### src/rtl/conv_sequencer_if.sv
// rtl/conv_sequencer_if.sv - stream-side handshake bundle for the convolution sequencer
interface conv_sequencer_if;
  logic in_valid;
  logic in_ready;
  logic out_valid;
  logic out_ready;
  logic done;

  modport master (
    output in_valid,
    output out_ready,
    input  in_ready,
    input  out_valid,
    input  done
  );

  modport slave (
    input  in_valid,
    input  out_ready,
    output in_ready,
    output out_valid,
    output done
  );
endinterface

### src/rtl/conv_sequencer.sv
// rtl/conv_sequencer.sv - control FSM for the 1-D convolution engine
// Sequences sample/tap load, per-output MAC bursts and result handoff; no datapath.
module conv_sequencer #(
  parameter int DATA_N      = 8,
  parameter int LG_DATA_N   = 3,
  parameter int FILTER_N    = 4,
  parameter int LG_FILTER_N = 2,
  parameter int LG_CONV_N   = 3,
  parameter int RD_LAT      = 1
) (
  input  logic                   clk,
  input  logic                   reset_n,
  conv_sequencer_if.slave        bus,
  output logic                   wr_en_x,
  output logic [LG_DATA_N-1:0]   wr_addr_x,
  output logic                   wr_en_f,
  output logic [LG_FILTER_N-1:0] wr_addr_f,
  output logic                   mem_wr_state,
  output logic                   in_compute,
  output logic                   incr_comp_cyc,
  output logic [LG_CONV_N-1:0]   compute_cyc,
  output logic                   acc_clr,
  output logic                   acc_en
);
  localparam int CONV_N = DATA_N - FILTER_N + 1;
  localparam int LOAD_N = DATA_N + FILTER_N;
  localparam int LW     = $clog2(LOAD_N);
  localparam int DW     = $clog2(RD_LAT + 1);

  typedef enum logic [2:0] {
    S_LOAD,
    S_COMPUTE,
    S_DRAIN,
    S_OUT,
    S_REINIT
  } state_t;

  state_t                 state_q, state_d;
  logic [LW-1:0]          load_cnt_q, load_cnt_d;
  logic [LG_FILTER_N-1:0] mac_cnt_q, mac_cnt_d;
  logic [DW-1:0]          drain_cnt_q, drain_cnt_d;
  logic                   reinit_cnt_q, reinit_cnt_d;
  logic [LG_CONV_N-1:0]   compute_cyc_q, compute_cyc_d;
  logic [RD_LAT-1:0]      acc_clr_line_q, acc_clr_line_d;
  logic [RD_LAT-1:0]      acc_en_line_q, acc_en_line_d;
  logic                   mem_wr_state_q, mem_wr_state_d;
  logic                   in_ready_q, in_ready_d;
  logic                   in_compute_q, in_compute_d;
  logic                   out_valid_q, out_valid_d;
  logic                   done_q, done_d;
  logic                   in_hs;
  logic                   out_hs;

  always_comb begin
    state_d        = state_q;
    load_cnt_d     = load_cnt_q;
    mac_cnt_d      = mac_cnt_q;
    drain_cnt_d    = drain_cnt_q;
    reinit_cnt_d   = reinit_cnt_q;
    compute_cyc_d  = compute_cyc_q;
    acc_clr_line_d = acc_clr_line_q;
    acc_en_line_d  = acc_en_line_q;
    done_d         = 1'b0;
    wr_en_x        = 1'b0;
    wr_en_f        = 1'b0;
    incr_comp_cyc  = 1'b0;
    in_hs          = bus.in_valid & in_ready_q;
    out_hs         = out_valid_q & bus.out_ready;

    case (state_q)
      S_LOAD: begin
        if (in_hs) begin
          // First DATA_N samples fill X memory, the remaining ones are taps.
          if (load_cnt_q < LW'(DATA_N)) begin
            wr_en_x = 1'b1;
          end else begin
            wr_en_f = 1'b1;
          end
          if (load_cnt_q == LW'(LOAD_N - 1)) begin
            state_d       = S_COMPUTE;
            load_cnt_d    = '0;
            mac_cnt_d     = '0;
            compute_cyc_d = '0;
          end else begin
            load_cnt_d = load_cnt_q + 1'b1;
          end
        end
      end
      S_COMPUTE: begin
        if (mac_cnt_q == LG_FILTER_N'(FILTER_N - 1)) begin
          state_d     = S_DRAIN;
          mac_cnt_d   = '0;
          drain_cnt_d = '0;
        end else begin
          mac_cnt_d = mac_cnt_q + 1'b1;
        end
      end
      S_DRAIN: begin
        // Wait for the last read to land in the accumulator before offering the result.
        if (drain_cnt_q == DW'(RD_LAT - 1)) begin
          state_d = S_OUT;
        end else begin
          drain_cnt_d = drain_cnt_q + 1'b1;
        end
      end
      S_OUT: begin
        if (out_hs) begin
          if (compute_cyc_q == LG_CONV_N'(CONV_N - 1)) begin
            state_d       = S_LOAD;
            compute_cyc_d = '0;
            done_d        = 1'b1;
          end else begin
            incr_comp_cyc = 1'b1;
            compute_cyc_d = compute_cyc_q + 1'b1;
            reinit_cnt_d  = 1'b0;
            state_d       = S_REINIT;
          end
        end
      end
      S_REINIT: begin
        if (reinit_cnt_q) begin
          state_d   = S_COMPUTE;
          mac_cnt_d = '0;
        end else begin
          reinit_cnt_d = 1'b1;
        end
      end
      default: begin
        state_d = S_LOAD;
      end
    endcase

    // Read-latency alignment: accumulator strobes trail the read cycles by RD_LAT.
    acc_en_line_d[0]  = in_compute_q;
    acc_clr_line_d[0] = in_compute_q & (mac_cnt_q == '0);
    for (int i = 1; i < RD_LAT; i++) begin
      acc_en_line_d[i]  = acc_en_line_q[i-1];
      acc_clr_line_d[i] = acc_clr_line_q[i-1];
    end

    mem_wr_state_d = (state_d == S_LOAD);
    in_ready_d     = (state_d == S_LOAD);
    in_compute_d   = (state_d == S_COMPUTE);
    out_valid_d    = (state_d == S_OUT);
  end

  always_ff @(posedge clk or negedge reset_n) begin
    if (!reset_n) begin
      state_q        <= S_LOAD;
      load_cnt_q     <= '0;
      mac_cnt_q      <= '0;
      drain_cnt_q    <= '0;
      reinit_cnt_q   <= 1'b0;
      compute_cyc_q  <= '0;
      acc_clr_line_q <= '0;
      acc_en_line_q  <= '0;
      mem_wr_state_q <= 1'b1;
      in_ready_q     <= 1'b1;
      in_compute_q   <= 1'b0;
      out_valid_q    <= 1'b0;
      done_q         <= 1'b0;
    end else begin
      state_q        <= state_d;
      load_cnt_q     <= load_cnt_d;
      mac_cnt_q      <= mac_cnt_d;
      drain_cnt_q    <= drain_cnt_d;
      reinit_cnt_q   <= reinit_cnt_d;
      compute_cyc_q  <= compute_cyc_d;
      acc_clr_line_q <= acc_clr_line_d;
      acc_en_line_q  <= acc_en_line_d;
      mem_wr_state_q <= mem_wr_state_d;
      in_ready_q     <= in_ready_d;
      in_compute_q   <= in_compute_d;
      out_valid_q    <= out_valid_d;
      done_q         <= done_d;
    end
  end

  assign wr_addr_x     = wr_en_x ? LG_DATA_N'(load_cnt_q) : '0;
  assign wr_addr_f     = wr_en_f ? LG_FILTER_N'(load_cnt_q - LW'(DATA_N)) : '0;
  assign mem_wr_state  = mem_wr_state_q;
  assign in_compute    = in_compute_q;
  assign compute_cyc   = compute_cyc_q;
  assign acc_clr       = acc_clr_line_q[RD_LAT-1];
  assign acc_en        = acc_en_line_q[RD_LAT-1];
  assign bus.in_ready  = in_ready_q;
  assign bus.out_valid = out_valid_q;
  assign bus.done      = done_q;
endmodule

### src/flat_wrapper.sv
// flat-port wrapper written by rule: the top's interface ports become plain ports
module conv_sequencer_flat 
#(
  parameter int DATA_N      = 8,
  parameter int LG_DATA_N   = 3,
  parameter int FILTER_N    = 4,
  parameter int LG_FILTER_N = 2,
  parameter int LG_CONV_N   = 3,
  parameter int RD_LAT      = 1
)
  (clk, reset_n, wr_en_x, wr_addr_x, wr_en_f, wr_addr_f, mem_wr_state, in_compute, incr_comp_cyc, compute_cyc, acc_clr, acc_en, bus_in_valid, bus_out_ready, bus_in_ready, bus_out_valid, bus_done);
  conv_sequencer_if bus_i ();
  input  logic clk;
  input  logic reset_n;
  output logic wr_en_x;
  output logic [LG_DATA_N-1:0] wr_addr_x;
  output logic wr_en_f;
  output logic [LG_FILTER_N-1:0] wr_addr_f;
  output logic mem_wr_state;
  output logic in_compute;
  output logic incr_comp_cyc;
  output logic [LG_CONV_N-1:0] compute_cyc;
  output logic acc_clr;
  output logic acc_en;
  input wire logic [$bits(bus_i.in_valid)-1:0] bus_in_valid;
  input wire logic [$bits(bus_i.out_ready)-1:0] bus_out_ready;
  output wire logic [$bits(bus_i.in_ready)-1:0] bus_in_ready;
  output wire logic [$bits(bus_i.out_valid)-1:0] bus_out_valid;
  output wire logic [$bits(bus_i.done)-1:0] bus_done;
  assign bus_i.in_valid = bus_in_valid;
  assign bus_i.out_ready = bus_out_ready;
  assign bus_in_ready = bus_i.in_ready;
  assign bus_out_valid = bus_i.out_valid;
  assign bus_done = bus_i.done;
  conv_sequencer #(.DATA_N(DATA_N), .LG_DATA_N(LG_DATA_N), .FILTER_N(FILTER_N), .LG_FILTER_N(LG_FILTER_N), .LG_CONV_N(LG_CONV_N), .RD_LAT(RD_LAT)) u_core (.clk(clk), .reset_n(reset_n), .bus(bus_i), .wr_en_x(wr_en_x), .wr_addr_x(wr_addr_x), .wr_en_f(wr_en_f), .wr_addr_f(wr_addr_f), .mem_wr_state(mem_wr_state), .in_compute(in_compute), .incr_comp_cyc(incr_comp_cyc), .compute_cyc(compute_cyc), .acc_clr(acc_clr), .acc_en(acc_en));
endmodule
### config.mk
export PLATFORM = sky130hd
export DESIGN_NAME = conv_sequencer_flat
export DESIGN_NICKNAME = d
export VERILOG_FILES = /design/src/rtl/conv_sequencer_if.sv /design/src/rtl/conv_sequencer.sv /design/src/flat_wrapper.sv
export SDC_FILE = /design/constraint.sdc
export NUM_CORES = 1
export LEC_CHECK = 0
export CORE_MARGIN = 3
export CORE_UTILIZATION = 45
export DETAILED_ROUTE_END_ITERATION = 8
export PLACE_DENSITY_LB_ADDON = 0.25
export SYNTH_ARGS = -nofsm -noshare
export SYNTH_HDL_FRONTEND = slang
export SYNTH_SLANG_ARGS = --single-unit
### constraint.sdc
create_clock -name clk -period 2.15 [get_ports clk]
set_clock_uncertainty 0.15 [all_clocks]
set_input_delay 0.43 -clock clk [delete_from_list [all_inputs] [get_ports clk]]
set_output_delay 0.43 -clock clk [all_outputs]
set_load 0.01 [all_outputs]
== After elaboration in Yosys (flattened, before gate mapping) ==
Index checks and enable logic that the tools add are counted.
Word-level totals
  bits of input ports: 4
  word-level logic and storage cells: 87
  register bits after elaboration: 20
  output and inout port bits: 18
Cells by class
  bitwise gates (word level): 3
  order comparisons: 1
  multiplexer cells: 39
  equal/unequal tests: 15
  reductions and logical operators: 12
  $add $sub $neg: 5
Operators with widths (count)
  3-bit 2-to-1 mux: 12
  1-bit 2-to-1 mux: 16
  3-bit one-hot mux with 5 select lines: 1
  2-bit 2-to-1 mux: 5
  2-bit by 1-bit inequality test with 1-bit output (second input constant): 5
  3-bit by 2-bit equality test with 1-bit output (second input constant): 3
  4-bit AND reduction: 2
  3-bit by 1-bit equality test with 1-bit output (second input constant): 2
  3-bit equality test (second input constant): 2
  3-bit zero test: 2
  2-bit one-hot mux with 3 select lines: 1
  3-bit one-hot mux with 2 select lines: 1
  2-bit nonzero test: 3
  4-bit by 1-bit adder with 4-bit output (second input constant): 1
  4-bit equality test (second input constant): 1
  4-bit less-than comparator (second input constant): 1
  4-bit 2-to-1 mux: 1
  1-bit one-hot mux with 2 select lines: 2
  2-bit AND reduction: 2
  3-bit by 1-bit adder with 3-bit output (second input constant): 1
  1-bit bitwise AND: 3
  3-bit AND reduction: 1
  3-bit nonzero test: 1
  2-bit by 1-bit adder with 2-bit output (second input constant): 1
  other kinds (5): 5

== Depth between registers and ports, before layout ==
  word-level depth: 5
  mapped depth: 6
  depth with buffers taken out: 6

== Least setup slack after synthesis ==
Ideal clock, no wire load.
  path type: flip-flop to output port
  start point: register u_core.state_q[1]
  end point: output wr_addr_x[0]
  required time: 1.570 ns
  setup slack: 0.230 ns
  arrival time: 1.340 ns
  stages on the path, launching flop included: 6
  path buffers: 1
  path through: dfrtp_1 clkbuf_2 nor2_1 nand4_2 nor2_1 and2_1
On the way
  longest elaborated chain between the ends: 3
RTL lines
  start: declaration: RTL line conv_sequencer.sv:38  | state_t state_q, state_d;
  start signal: assignment: RTL line conv_sequencer.sv:163  | state_q <= state_d;
  3-bit zero test: RTL line conv_sequencer.sv:70  | case (state_q)
  1-bit 2-to-1 mux: RTL line conv_sequencer.sv:70
  via wr_en_x: RTL line flat_wrapper.sv:15  | output logic wr_en_x;
  3-bit 2-to-1 mux: RTL line conv_sequencer.sv:179  | assign wr_addr_x = wr_en_x ? LG_DATA_N'(load_cnt_q) : '0;
  end: declaration: RTL line flat_wrapper.sv:16  | output logic [LG_DATA_N-1:0] wr_addr_x;
The timed path passes the listed nets, and every way through them passes these cells.

== Final worst setup path ==
  start point: register u_core.state_q[2]
  end point: output wr_addr_f[0]
On the way
  longest elaborated chain between the ends: 3
RTL lines
  3-bit zero test: RTL line conv_sequencer.sv:70
  1-bit 2-to-1 mux: RTL line conv_sequencer.sv:70
  2-bit 2-to-1 mux: RTL line conv_sequencer.sv:180  | assign wr_addr_f = wr_en_f ? LG_FILTER_N'(load_cnt_q - LW'(DATA_N)) : '0;
  end: declaration: RTL line flat_wrapper.sv:18  | output logic [LG_FILTER_N-1:0] wr_addr_f;
Every way passes these cells.

==> summary.md <==
| Metric | Value |
|---|---|
| Hold Path Cell Cnt | 0 |
| Post-layout min period | 2.142 ns |
| Port bufs | 21 |
| PwrDens | 1285 nW/um^2 |
| Die Wd | 52.78 um |
| Busiest grt layer | met2 |
| Hold WC Path Type | reg -> reg |
| CTS root buf | clkbuf_4 |
| DRC Markers | 0 |
| Initial Utilization | 48.70% |
| Met3 global-route usage | 2.849% |
| GR Util met1 | 23.01% |
| Post-synthesis cell count | 95 |
| Grt total ovfl | 0 |
| Vias in the first global route | 807 |
| Syn_nets | 104 |
| Fin area | 1411 um^2 |
| First-pass GRT wire length | 3.670 mm |
| FF-to-FF path depth | 5 |
| Worst EP arrival | 1.56 ns |
| Diode count | 0 |
| Routed via count | 873 |
| Sequential fraction of the synthesis area | 48.41% |
| Area contributors post-synth | dfrtp_1, ha_1, nand2_1 |
| Fmax | 466.8 MHz |
| Crit-path max FO | 4 |
| Critical Path Sink Type | primary output |
| Fin nets | 148 |
| Synth warn | 0 |
| # Max-Cap Violations | 0 |
| P_leak | 0.6833 nW |
| CP Class | reg -> out |
| CTS sink cnt | 19 |
| RSZ-0062 raised after global routing | yes |
| Synth Register Bits | 19 |
| IO Pins | 22 |
| FP Rows | 16 |
| Placed wire-length estimate | 1.584 mm |
| Initial antenna violation count | 0 |
| Transition time of the tightest slew-check pin | 0.5571 ns |
| Routed wire length | 2.336 mm |
| Die area | 2786 um^2 |
| RD Place Congestion | 0.8190 |
| Worst Setup Start Kind | flop |
| Clock slew at reported path FFs | 0.11 ns |
| Hold_sp | u_core.in_compute$_DFF_PN0_ |
| Crit share post-route | 99.65% |
| Clk buf depth | 2 |
| Placed cells | 154 |
| Total clock buffers created by CTS | 3 |
| Wirelength per Cell | 14.16 um |
| Status | complete, no violations |
| Core region area | 2022 um^2 |
| Initial detailed-routing violation count | 25 |
| Synth top area share | 45.74% |
| WP data required | 1.57 ns |
| # setup viols final | 0 |
| Hold Path End | u_core.acc_en$_DFF_PN0_ |
| Number of H-tree levels | 1 |
| Avg Cell Area, Syn | 10.37 um^2 |
| Syn Std Cell Area | 984.7 um^2 |
| Share of cells above drive strength 1 | 33.33% |
| Worst slew margin | 62.61% |
| Total Routing Usage GR | 18.81% |
| Syn-to-layout area delta | 43.33% |
| Origin of the critical flop-to-flop path | u_core.load_cnt_q[0]$_DFFE_PN0P_ |
| Fin. Hold Viols | 0 |
| RR Endpoint | u_core.mac_cnt_q[1]$_DFFE_PN0P_ |
| Slew Limit Fails | 0 |
| WHS | 0.2554 ns |
| Post-CTS Hold Buffers | 0 |
| Pre-antenna DRT Iters | 4 |
| Maximum VDD drop | 792.3 uV |
| Setup TNS | 0 ns |
| Die Y | 52.78 um |
| Reg-to-reg setup timing slack | 0.27 ns |
| Cell taking the most area after synthesis | dfrtp_1 |
| Placement-stage cell area | 1310 um^2 |
| Largest net degree at the start of global routing | 20 |
| Final Power | 1.813 mW |
| Post-layout instance count excluding filler cells | 165 |
| CTS tree | yes |
| Routed vias/inst | 5.291 |
| Post-DRT Antenna Nets | 0 |
| GRT met2 Usage | 30.99% |
| Post-synth cell types | 36 |
| Clock latency on the worst-skew pair | 0.30 ns |
==> per-stage QoR <==
step	utilization [%]	setup slack, ns
CTS	69.31	0.00007483
global route	69.80	-0.07464
detailed placement	64.79	-0.4650
finish	69.80	0.007604
global placement	64.79	-0.4636
floorplan	-	0.2299
==> layer usage <==
layer / share of wire (%) / up-vias
li1: - / 424
met3: 4.5 / 4
met2: 49 / 31
met4: 1.5 / 0
met1: 45 / 414
met5: 0 / -
==> power by group <==
group	leakage [nW]	switching, mW	total (mW)	internal (mW)
combinational	0.432	0.450	0.957	0.508
sequential	0.236	0.160	0.673	0.513
clock	0.0150	0.111	0.183	0.0723
total	0.683	0.720	1.81	1.09
==> flip-flops by register name, indices dropped and copies added (netlist names) <==
register	count
u_core.mem_wr_state	1
u_core.acc_clr	1
u_core.mac_cnt_q	2
u_core.load_cnt_q	4
u_core.acc_en	1
u_core.in_compute	1
u_core.reinit_cnt_q	1
u_core.bus.done	1
u_core.bus.out_valid	1
u_core.state_q	3
u_core.compute_cyc	3
==> cell usage in the layout (no fill, tap or decap), types with 2 or more instances in the layout <==
cell / netlist / routed
dfrtp_1: 18 / 17
o22ai_1: 3 / 3
and2_1: 5 / 5
nor4_1: 3 / 2
nand2b_1: 2 / 2
buf_2: 0 / 6
nor2_4: 0 / 2
clkbuf_4: 0 / 3
inv_1: 10 / 9
o21ai_0: 4 / 4
clkdlybuf4s50_1: 0 / 11
nand3_1: 2 / 2
buf_4: 1 / 17
o41ai_1: 2 / 2
nand4_4: 1 / 2
mux2i_1: 2 / 2
ha_1: 5 / 5
and3_1: 2 / 2
nand2_1: 11 / 11
nor2_1: 4 / 2
buf_6: 1 / 5
==> logic make-up (layout without fill, tap and decap cells) <==
family                     after synthesis  in the layout  share of synthesized area [%]
and+or+nand+nor                         37             37                          22.87
AOI/OAI and AO/OA                       19             19                          14.11
DFF                                     19             19                          48.41
muxes                                    2              2                          2.033
buffers and inverters                   13             56                          6.226
adders and majority gates                5              5                          6.353
==> worst max-delay path, cell delays in order (launching register included) <==
cell and delay (ns):
dfrtp_1 0.41, buf_6 0.14, buf_6 0.11, nor4_4 0.19, buf_4 0.15, and3_1 0.14, buf_2 0.12
==> worst max path at each step <==
stage,start,end,cells after the start
after global routing,u_core.state_q[2]$_DFF_PN0_,wr_addr_f[0],6
after CTS,u_core.state_q[2]$_DFF_PN0_,wr_addr_f[0],6
after detailed placement,bus_in_valid,wr_addr_f[0],6
final,u_core.state_q[2]$_DFF_PN0_,wr_addr_f[0],6
after global placement,bus_in_valid,wr_addr_f[1],6
after floorplan,u_core.state_q[1]$_DFF_PN0_,wr_addr_x[0],5
==> final cells by class <==
class,instances,area (um^2)
Inverter,10,37.54
Sequential cell,19,478.0
Multi-Input combinational cell,63,485.5
Clock buffer,4,26.28
Fill cell,146,610.6
Tap cell,27,33.78
Timing Repair Buffer,42,350.3
==> cells in the mapped netlist <==
library cell / n
o21ai_0: 4
buf_4: 1
clkbuf_2: 1
a31oi_1: 1
nand2b_1: 2
a21oi_1: 1
and2b_2: 1
a22o_2: 1
mux2i_1: 2
and3_1: 2
a21o_2: 1
nor2_1: 4
nand3_1: 2
dfrtp_1: 18
nand4_2: 1
a22oi_1: 1
buf_6: 1
a41o_1: 1
nor4_1: 3
and2_1: 5
dfstp_2: 1
a2bb2oi_1: 1
or3_1: 1
o21ai_2: 1
inv_1: 10
nand3b_1: 1
nand4_4: 1
a311oi_1: 1
nand2_1: 11
or2_1: 1
or2b_2: 1
o311ai_0: 1
o41ai_1: 2
and3b_4: 1
ha_1: 5
o22ai_1: 3
==> timing repair <==
action / in CTS / in global routing
pin swaps: 4 / 4
gates resized for setup: 42 / 6
setup buffers: 5 / 3
setup endpoints to repair: 8 / 9
(Power assumes the default switching activity.)
